$ cat src/rtl/mix_columns_engine.sv
// mix_columns_engine: iterative AES MixColumns / InvMixColumns stage.
// Mixes COLS_PER_CYCLE 32-bit columns of the 128-bit state per RUN cycle
// and holds the finished block on data_out until downstream accepts it.
// Optional feature macro: MIX_COLUMNS_BYPASS_EN adds a 'bypass' input that
// passes the block through unmixed (final AES round) with identical timing.
//
// Handshake rules: a transfer happens on a rising edge where valid and ready
// are both 1. Ready never depends on valid. A producer holds its data stable
// while valid=1 and ready=0. Here in_ready is 1 only in IDLE, and out_valid
// is 1 only in DONE, so an output handshake and an input accept can never
// share an edge.
module mix_columns_engine #(
   parameter int COLS_PER_CYCLE = 1
) (
   input  logic         clk,
   input  logic         rst_n,
   input  logic         in_valid,
   output logic         in_ready,
   input  logic [127:0] data_in,
   input  logic         inverse,
`ifdef MIX_COLUMNS_BYPASS_EN
   input  logic         bypass,
`endif
   output logic         out_valid,
   input  logic         out_ready,
   output logic [127:0] data_out,
   output logic         busy,
   output logic [1:0]   state_dbg
);

   localparam int         N_STEPS  = 4 / COLS_PER_CYCLE;
   localparam logic [1:0] COL_STEP = 2'(COLS_PER_CYCLE);
   localparam logic [1:0] LAST_CNT = 2'(4 - COLS_PER_CYCLE);

   if (COLS_PER_CYCLE != 1 && COLS_PER_CYCLE != 2 && COLS_PER_CYCLE != 4) begin : g_bad_cols
      $fatal(1, "mix_columns_engine: COLS_PER_CYCLE must be 1, 2 or 4 (N_STEPS=%0d)", N_STEPS);
   end

   typedef enum logic [1:0] {
      ST_IDLE = 2'd0,
      ST_RUN  = 2'd1,
      ST_DONE = 2'd2
   } state_t;

   state_t       state_q, state_d;
   logic [127:0] work_q;
   logic [127:0] result_q;
   logic         mode_q;
   logic [1:0]   col_cnt;
   logic         accept;
   logic         last_step;
`ifdef MIX_COLUMNS_BYPASS_EN
   logic         bypass_q;
`endif

   // GF(2^8) multiply by 02 modulo x^8+x^4+x^3+x+1.
   function automatic logic [7:0] xt(input logic [7:0] b);
      return {b[6:0], 1'b0} ^ (b[7] ? 8'h1b : 8'h00);
   endfunction

   // One column through MixColumns (inv=0) or InvMixColumns (inv=1).
   // Byte 0 is the most significant byte of the column word.
   function automatic logic [31:0] mix_col(input logic [31:0] col, input logic inv);
      logic [7:0]  a  [4];
      logic [7:0]  x2 [4];
      logic [7:0]  x4 [4];
      logic [7:0]  x8 [4];
      logic [31:0] res;
      res = 32'h0;
      for (int r = 0; r < 4; r++) begin
         a[r]  = col[8*(3-r) +: 8];
         x2[r] = xt(a[r]);
         x4[r] = xt(x2[r]);
         x8[r] = xt(x4[r]);
      end
      for (int r = 0; r < 4; r++) begin
         if (!inv) begin
            // 02.a0 ^ 03.a1 ^ a2 ^ a3
            res[8*(3-r) +: 8] = x2[r] ^ (x2[(r+1)%4] ^ a[(r+1)%4])
                              ^ a[(r+2)%4] ^ a[(r+3)%4];
         end else begin
            // 0E.a0 ^ 0B.a1 ^ 0D.a2 ^ 09.a3
            res[8*(3-r) +: 8] = (x8[r] ^ x4[r] ^ x2[r])
                              ^ (x8[(r+1)%4] ^ x2[(r+1)%4] ^ a[(r+1)%4])
                              ^ (x8[(r+2)%4] ^ x4[(r+2)%4] ^ a[(r+2)%4])
                              ^ (x8[(r+3)%4] ^ a[(r+3)%4]);
         end
      end
      return res;
   endfunction

   // Column slots handled this cycle and their mixed values.
   logic [1:0]  col_idx  [COLS_PER_CYCLE];
   logic [6:0]  col_base [COLS_PER_CYCLE];
   logic [31:0] col_mix  [COLS_PER_CYCLE];

   // Select the working columns and mix them (or pass them through).
   always_comb begin
      for (int j = 0; j < COLS_PER_CYCLE; j++) begin
         col_idx[j]  = col_cnt + 2'(j);
         // column c occupies bits [127-32c -: 32] = [32*(3-c) +: 32]
         col_base[j] = {~col_idx[j], 5'd0};
         col_mix[j]  = mix_col(work_q[col_base[j] +: 32], mode_q);
`ifdef MIX_COLUMNS_BYPASS_EN
         if (bypass_q) begin
            col_mix[j] = work_q[col_base[j] +: 32];
         end
`endif
      end
   end

   assign last_step = (col_cnt == LAST_CNT);

   // State register.
   always_ff @(posedge clk) begin
      if (!rst_n) begin
         state_q <= ST_IDLE;
      end else begin
         state_q <= state_d;
      end
   end

   // Next-state and handshake outputs.
   always_comb begin
      state_d   = state_q;
      in_ready  = 1'b0;
      out_valid = 1'b0;
      busy      = 1'b0;
      accept    = 1'b0;
      case (state_q)
         ST_IDLE: begin
            in_ready = rst_n;
            accept   = in_valid && rst_n;
            if (accept) begin
               state_d = ST_RUN;
            end
         end
         ST_RUN: begin
            busy = 1'b1;
            if (last_step) begin
               state_d = ST_DONE;
            end
         end
         ST_DONE: begin
            busy      = 1'b1;
            out_valid = 1'b1;
            if (out_ready) begin
               state_d = ST_IDLE;
            end
         end
         default: begin
            state_d = ST_IDLE;
         end
      endcase
   end

   // Datapath: latch the block at accept, fill result columns during RUN.
   always_ff @(posedge clk) begin
      if (!rst_n) begin
         work_q   <= 128'h0;
         result_q <= 128'h0;
         mode_q   <= 1'b0;
         col_cnt  <= 2'd0;
`ifdef MIX_COLUMNS_BYPASS_EN
         bypass_q <= 1'b0;
`endif
      end else if (accept) begin
         work_q  <= data_in;
         mode_q  <= inverse;
         col_cnt <= 2'd0;
`ifdef MIX_COLUMNS_BYPASS_EN
         bypass_q <= bypass;
`endif
      end else if (state_q == ST_RUN) begin
         for (int j = 0; j < COLS_PER_CYCLE; j++) begin
            result_q[col_base[j] +: 32] <= col_mix[j];
         end
         col_cnt <= col_cnt + COL_STEP;
      end
   end

   assign data_out  = result_q;
   assign state_dbg = state_q;

endmodule

$ cat config.mk
export PLATFORM = sky130hd
export DESIGN_NAME = mix_columns_engine
export DESIGN_NICKNAME = d
export VERILOG_FILES = /design/src/rtl/mix_columns_engine.sv
export SDC_FILE = /design/constraint.sdc
export NUM_CORES = 1
export LEC_CHECK = 0
export BUFFER_PORTS_ARGS = -buffer_cell sky130_fd_sc_hd__buf_2
export CORE_ASPECT_RATIO = 0.5
export CORE_MARGIN = 5
export CORE_UTILIZATION = 59
export DETAILED_ROUTE_END_ITERATION = 8
export GPL_ROUTABILITY_DRIVEN = 0
export PLACE_DENSITY = 0.9
export RECOVER_POWER = 25
export SLEW_MARGIN = 40
export SYNTH_ARGS = -nofsm -noshare
export SYNTH_HDL_FRONTEND = slang
export SYNTH_SLANG_ARGS = --single-unit
$ cat constraint.sdc
create_clock -name clk -period 9.9 [get_ports clk]
set_clock_uncertainty 0.15 [all_clocks]
set_input_delay 2.475 -clock clk [delete_from_list [all_inputs] [get_ports clk]]
set_output_delay 2.475 -clock clk [all_outputs]
set_load 0.05 [all_outputs]
=== Word level (Yosys, flattened, before mapping) ===
Index checks and enable logic that the tools add are counted.

* Memories: 0
* Register bits after elaboration: 261
* Bits in read-only memories: 0
* Latch bits: 0
* Output and inout port bits: 133
* Bits in writable memories: 0

* Equal/unequal tests: 6
* Multiply operators: 0
* Multiplexer cells: 25
* Divide/modulo/power cells: 0
* Order comparisons: 0
* Shift operators: 3
* Reductions and logical operators: 6
* $add $sub $neg: 2
* Bitwise logic cells: 67

{| class="wikitable"
|+ Operators with widths
! operator !! count
|-
| $xor 8x8->8 || 52
|-
| $bwmux 128 || 1
|-
| $shift 32x9->128 const A || 1
|-
| $shiftx 128x8->32 || 1
|-
| $shiftx 32x9->128 || 1
|-
| $xor 8x5->8 || 12
|-
| $mux 5 || 12
|-
| $mux 8 || 4
|-
| $neg 7->9 || 1
|-
| $mux 2 || 3
|-
| $ne 2x2->1 const B || 3
|-
| $pmux 2 s3 || 1
|-
| $eq 2x2->1 const B || 2
|-
| $mux 1 || 4
|-
| $reduce_or 2->1 || 2
|-
| $reduce_and 3->1 || 1
|-
| $add 2x1->2 const B || 1
|-
| $eq 2x1->1 const B || 1
|-
| $logic_not 2->1 || 1
|-
| $not 1->1 || 2
|-
| $not 2->2 || 1
|-
| $reduce_and 2->1 || 1
|-
| $logic_and 1x1->1 || 1
|}

=== Logic depth before layout (Yosys ltp) ===
Gate-level depths: netlist of the first run.

* Depth after elaboration: 16
* Mapped depth: 12

=== Least setup slack after synthesis of the first run ===
Ideal clock, no wire load.

* Path type: input-to-output
* Start point: input port rst_n
* End point: output port in_ready
* Data required time: 7275 ps
* Data arrival time: 3382 ps
* Cell stages on the path: 3
* Buffers on the path: 2
* Slack: 3893 ps
* Cells stage by stage: clkbuf_1 > clkbuf_1 > and2_1

* Word-level cells in the longest chain between the ends: 1

{| class="wikitable"
|+ Ends and longest elaborated chain
! item !! line !! RTL
|-
| from (decl) || 16 || <nowiki>input logic rst_n,</nowiki>
|-
| $mux 1 || 130 || <nowiki>case (state_q)</nowiki>
|-
| to (decl) || 18 || <nowiki>output logic in_ready,</nowiki>
|}

No other way between the ends.

=== Worst setup path after layout of the first run ===
Ends and elaborated chain as after synthesis.

==> flow_summary.toml, run 1 <==
[power_and_ir_drop]
vdd.ir_drop.worst_v = 0.000138
p_per_area_nw_per_um2 = 276
p_leak_nw = 5.54

[hold_path]
hp-class = "flip-flop to flip-flop"

[sta]
tns_ps = 0
holdWs_ps = 299
post-route-period-util_pct = 62.3
slew_violations = 0
rsz0062_at_grt = "false"
fmax_mhz = 162
setup_violations = 0
min_period_ps = 6170
tightestPinTransition_ps = 782
relSlewSlack_pct = 47.8
hold_viol = 0

[cells_and_area]
final_cells = 1836
syn_to_final_growth_pct = 15.7
drive_gt1_share_pct = 17.5
regArea_um2 = 5230
nFillCells = 1526
multi_input_area_um2 = 6770
nets = 1689

[yosys]
synth_fp_nets = 1489
yosysSeqAreaShare_pct = 41.9
yosys-top-cells-area = "dfxtp_1 (42%), nand2_1 (11%), xnor2_1 (9.8%)"
yosysTopAreaCell = "dfxtp_1"
synth_fa_ha_area_share_pct = 0.903
yosys.area_share.simple_pct = 14.7
synth_compound_area_share_pct = 12.3
ys_warn_count = 0
syn_inst = 1347
syn_area_um2 = 12500
synth_top_family_by_area = "XOR/XNOR gates"
synth_area_per_cell_um2 = 9.26
synthMuxAreaShare_pct = 6.42
synth_xor_area_share_pct = 20.0
synth_top_area_share_pct = 41.9
synth.ff_latch_count = 261
synth_cell_types = 42

[job]
max_cap_viol_count = 0

[place]
numPortBuffers = 265
dpl.cell_count = 1794
post-dp-hpwl_um = 25500

[critical_path]
critPathKind = "input pin to output pin"
critPathCaptureType = "output pin"
worstSetupStartpointType = "input pin"
cp_max_fo = 122
critPathArrivalTime_ps = 3550
required_ps = 7280

[drt]
first_pass_iters = 7
post_drt_wl_per_cell_um = 19.2
via_count = 10500
routed_wl_um = 35300
antenna_left = 0
drc = 0
vias_per_cell = 5.70
drtIter0Drc = 1123

[floorplanning]
die_h_um = 113
die_x_um = 216
fp-row-count = 37
io_pins = 266
coreArea_um2 = 20600
fp.dieArea_um2 = 24300
initial_core_util_pct = 60.4

[grt]
grt_max_degree = 123
grt_pass1_wl_um = 54700
track_usage_pct = 27.7
antenna_found_initial = 3
grt_pass1_vias = 10200
grt-ovfl-total = 0

[clock_tree]
clk_pin_slew_ps = 70
hold_buffers = 0
cts_setup_buffers = 0
cts_sinks = 261
cts_resized = 0
htreeDepth = 1
clock_latency_ps = 520
cts_tree = "done"
cts_made_buffers = 23
cts-root-buf = "clkbuf_16"
cts.path.max_buffers = 3

[outcome]
status = "finished clean"
## kinds of logic (layout without fill, tap and decap cells)
group,count (synthesis),after routing
adders and majority gates,9,9
and+or+nand+nor,440,440
DFF,261,261
AOI/OAI and AO/OA,272,272
buffers and inverters,107,322
other,0,1
xor gates and xnor gates,220,220
muxes,38,38
## stage by stage
step / setup slack (ps) / utilization (%) / power [mW] / instance area (um^2)
after floorplan: 3890 / - / 2.63 / 12500
after global placement: 3790 / 66.7 / 2.99 / 13800
after detailed placement: 3770 / 66.7 / 3.05 / 13800
after CTS: 3760 / 70.4 / 3.97 / 14500
after global routing: 3660 / 69.9 / 4.15 / 14400
final: 3730 / 69.9 / 3.99 / 14400
## metal layers
layer,global-route usage [%],vias up,share of wire [%]
li1,-,4857,-
met1,37.0,5022,42
met2,45.3,498,46
met3,6.66,86,8.7
met4,8.52,4,2.7
met5,0,-,0.065
## power breakdown
group / internal, mW / switching [mW]
logic: 0.770 / 1.11
registers: 1.14 / 0.0530
clock network: 0.517 / 0.395
## registers in the layout, summed over array words and instances (netlist names)
name and flops:
col_cnt 2, mode_q 1, data_out 128, state_dbg 2, work_q 128
## worst max-delay path, cell delays in order
cell and delay (ps):
buf_6 490, and2_1 220, buf_2 260
## worst paths after layout
path	startpoint	to	slack, ps	depth (start not counted)
setup reg to reg	col_cnt[0]	data_out[60]	5270	9
setup / recovery	rst_n	in_ready	3730	3
hold reg to reg	data_out[16]	data_out[16]	300	2
hold / removal	data_out[16]	data_out[16]	300	2
## layout by cell type, fill, tap and decap left out, drive strengths merged, types with 2 or more instances in the layout
cell type	count
a21oi	9
a22oi	44
a32o	8
and2	18
buf	179
bufinv	2
clkbuf	127
clkinv	5
clkinvlp	2
dfxtp	261
ha	9
inv	7
mux2i	6
mux4	32
nand2	357
nor2	11
nor2b	45
nor3	3
o21ai	209
or3	2
xnor2	148
xnor3	24
xor2	42
xor3	6
## synth_stat cells, drive strengths merged
master	count
nor2b	45
a22oi	44
dfxtp	261
buf	26
a32o	8
xor3	6
xnor3	24
nor2	11
or3	2
o22ai	1
o21ai	209
mux4	32
nand2b	1
xor2	42
inv	7
nor4	1
or4	1
mux2i	6
nor3	3
o221a	1
ha	9
and2	18
clkbuf	74
xnor2	148
nand2	357
and3	1
a21oi	9
## cell type report
class | count | area share [%]
diodes | 1 | 0.0173
clock buffers | 31 | 4.54
clock inverters | 9 | 0.720
inverters | 7 | 0.182
multi-input cells | 979 | 46.9
flip-flops and latches | 261 | 36.2
well taps | 273 | 2.37
repair buffers | 275 | 9.01
Note: power is estimated with default switching activity, not from simulation.
==> run 2: changes to the inputs <==
- CORE_UTILIZATION: 59 -> 50
- PLACE_DENSITY: 0.9 -> 0.82
- clock period: 9.9 -> 5 ns (I/O delays scaled with it)
==> run 2 against run 1 <==
The run now ends with capacitance limit, slew limit left; critical path depth rose by 2; cell area rose by 1.4%; wire length rose by 2.1%; sequential cell count did not move; clock power rose by 100%; global-route usage fell by 3.4 points; via count fell by 2.8%; worst hold slack got worse by 1.1 ps; die area rose by 17%; combinational power rose by 95%; sequential share of layout area fell by 0.50 points; critical path type is now input pin to flip-flop; largest power group unchanged; highest routed layer is now met4.
==> flow_summary.toml, run 2 (same netlist as run 1, synthesis figures left out) <==
[power_and_ir_drop]
p_leak_nw = 5.74
clkPwrFrac_pct = 23.2
p_sw_mw = 3.02
switching_share_pct = 38.3
vdd.ir_drop.worst_v = 0.000248
power_frac_comb_pct = 46.6
cell_internal_pwr_mw = 4.86
seqPwrFrac_pct = 30.2
total_power_mw = 7.88
p_per_area_nw_per_um2 = 539

[cells_and_area]
num_antenna_cells = 0
post-route-util_pct = 60.3
nets = 1697
mostFrequentLayoutCells = "nand2_1 (357), dfxtp_1 (259), buf_2 (200)"
final_common_cell = "nand2_1"
syn_to_final_growth_pct = 17.4
design_area_um2 = 14600
drive_gt1_share_pct = 19.7

[critical_path]
critPathArrivalTime_ps = 4560
cp_max_fo = 74
worstSetupStartpointType = "input pin"
critPathMaxStageDelay_ps = 1830
required_ps = 5300
path_delay_family = "simple AND/OR/NAND/NOR gates"
critPathCaptureType = "flip-flop"
critPathKind = "input pin to flip-flop"
path_cells = "clkbuf_2, and3_1, buf_12, nand2_1, o21ai_0"
crit_buf_inv = 2
cp_slowest_cell = "and3_1"

[drt]
vias_per_cell = 5.34
drtIter0Drc = 997
antenna_left = 0
drc = 0
routed_wl_um = 36000
via_count = 10200
post_drt_wl_per_cell_um = 18.9
first_pass_iters = 7

[place]
placed_area_um2 = 14000
numPortBuffers = 265
post-dp-hpwl_um = 26700

[sta]
hold_viol = 0
post-route-period-util_pct = 85.3
setup_violations = 0
min_period_ps = 4260
rsz0062_at_grt = "false"
slew_violations = 116
holdWs_ps = 298
tns_ps = 0
relSlewSlack_pct = -51.0
tightestPinTransition_ps = 2260
fmax_mhz = 235

[clock_tree]
cts_setup_buffers = 0
cts_resized = 0
clock_latency_ps = 520
clk_pin_slew_ps = 60
cts_made_buffers = 23
cts.path.max_buffers = 3
htreeDepth = 1
cts_sinks = 261
hold_buffers = 0
cts_tree = "done"
cts-root-buf = "clkbuf_16"

[floorplanning]
fp-row-count = 40
io_pins = 266
initial_core_util_pct = 51.4
fp.dieArea_um2 = 28400
die_x_um = 233
die_h_um = 122
coreArea_um2 = 24300

[grt]
grt-ovfl-total = 0
grt_pass1_wl_um = 54900
track_usage_pct = 24.3
grt_pass1_vias = 9781
grt_max_degree = 75
antenna_found_initial = 0

[outcome]
violations = "capacitance limit, slew limit"
status = "finished with violations"

[hold_path]
hp-class = "flip-flop to flip-flop"

[job]
max_cap_viol_count = 2
## run 2: changes by cell type in the layout (fill, tap and decap cells not counted), sizes merged
| cell | before | now |
|---|---|---|
| buf | 179 | 217 |
| bufinv | 2 | 3 |
| clkbuf | 127 | 97 |
| clkinvlp | 2 | 0 |
| diode | 1 | 0 |
## run 2: power by group through the flow
stage / registers [mW] / clock network, mW / logic [mW]
after global placement: 2.42 / 0 / 3.56
after global routing: 2.40 / 1.94 / 3.90
after detailed placement: 2.42 / 0 / 3.62
final: 2.38 / 1.83 / 3.67
after floorplan: 2.59 / 0 / 2.61
after CTS: 2.37 / 1.85 / 3.64
## run 2: tightest hold or removal path, stage by stage (launching register included)
cell	delay, ps
dfxtp_1	310
nand2_1	50
o21ai_1	50
## run 2: final timing paths
path | slack (ps) | cells after the start | end | startpoint
worst max-delay path | 740 | 5 | work_q[77] | rst_n
worst min-delay path | 300 | 2 | data_out[13] | data_out[13]
worst max register to register | 900 | 10 | data_out[86] | col_cnt[0]
worst min register to register | 300 | 2 | data_out[13] | data_out[13]
## run 2: metrics by stage
stage,std cells,worst slack (ps)
6_report,1905,736
3_3_place_gp,1865,1030
2_1_floorplan,1347,1440
3_5_place_dp,1866,956
5_1_grt,1905,401
4_1_cts,1905,927
## run 2: area by class of cell
| cell class | count | area (um^2) |
|---|---|---|
| Clock buffer | 31 | 646 |
| Inverter | 7 | 26.3 |
| Fill cell | 2109 | 9640 |
| Sequential cell | 261 | 5230 |
| Timing Repair Buffer | 283 | 1430 |
| Clock inverter | 8 | 115 |
| Multi-Input combinational cell | 979 | 6770 |
| Tap cell | 336 | 420 |
## run 2: routing by layer
metal / part of all wire [%] / global-route usage (%) / vias to the layer above
met2: 46 / 39.3 / 359
li1: - / - / 4877
met3: 6.9 / 5.12 / 63
met1: 44 / 33.8 / 4877
met5: 0 / 0 / -
met4: 2.5 / 5.86 / 0
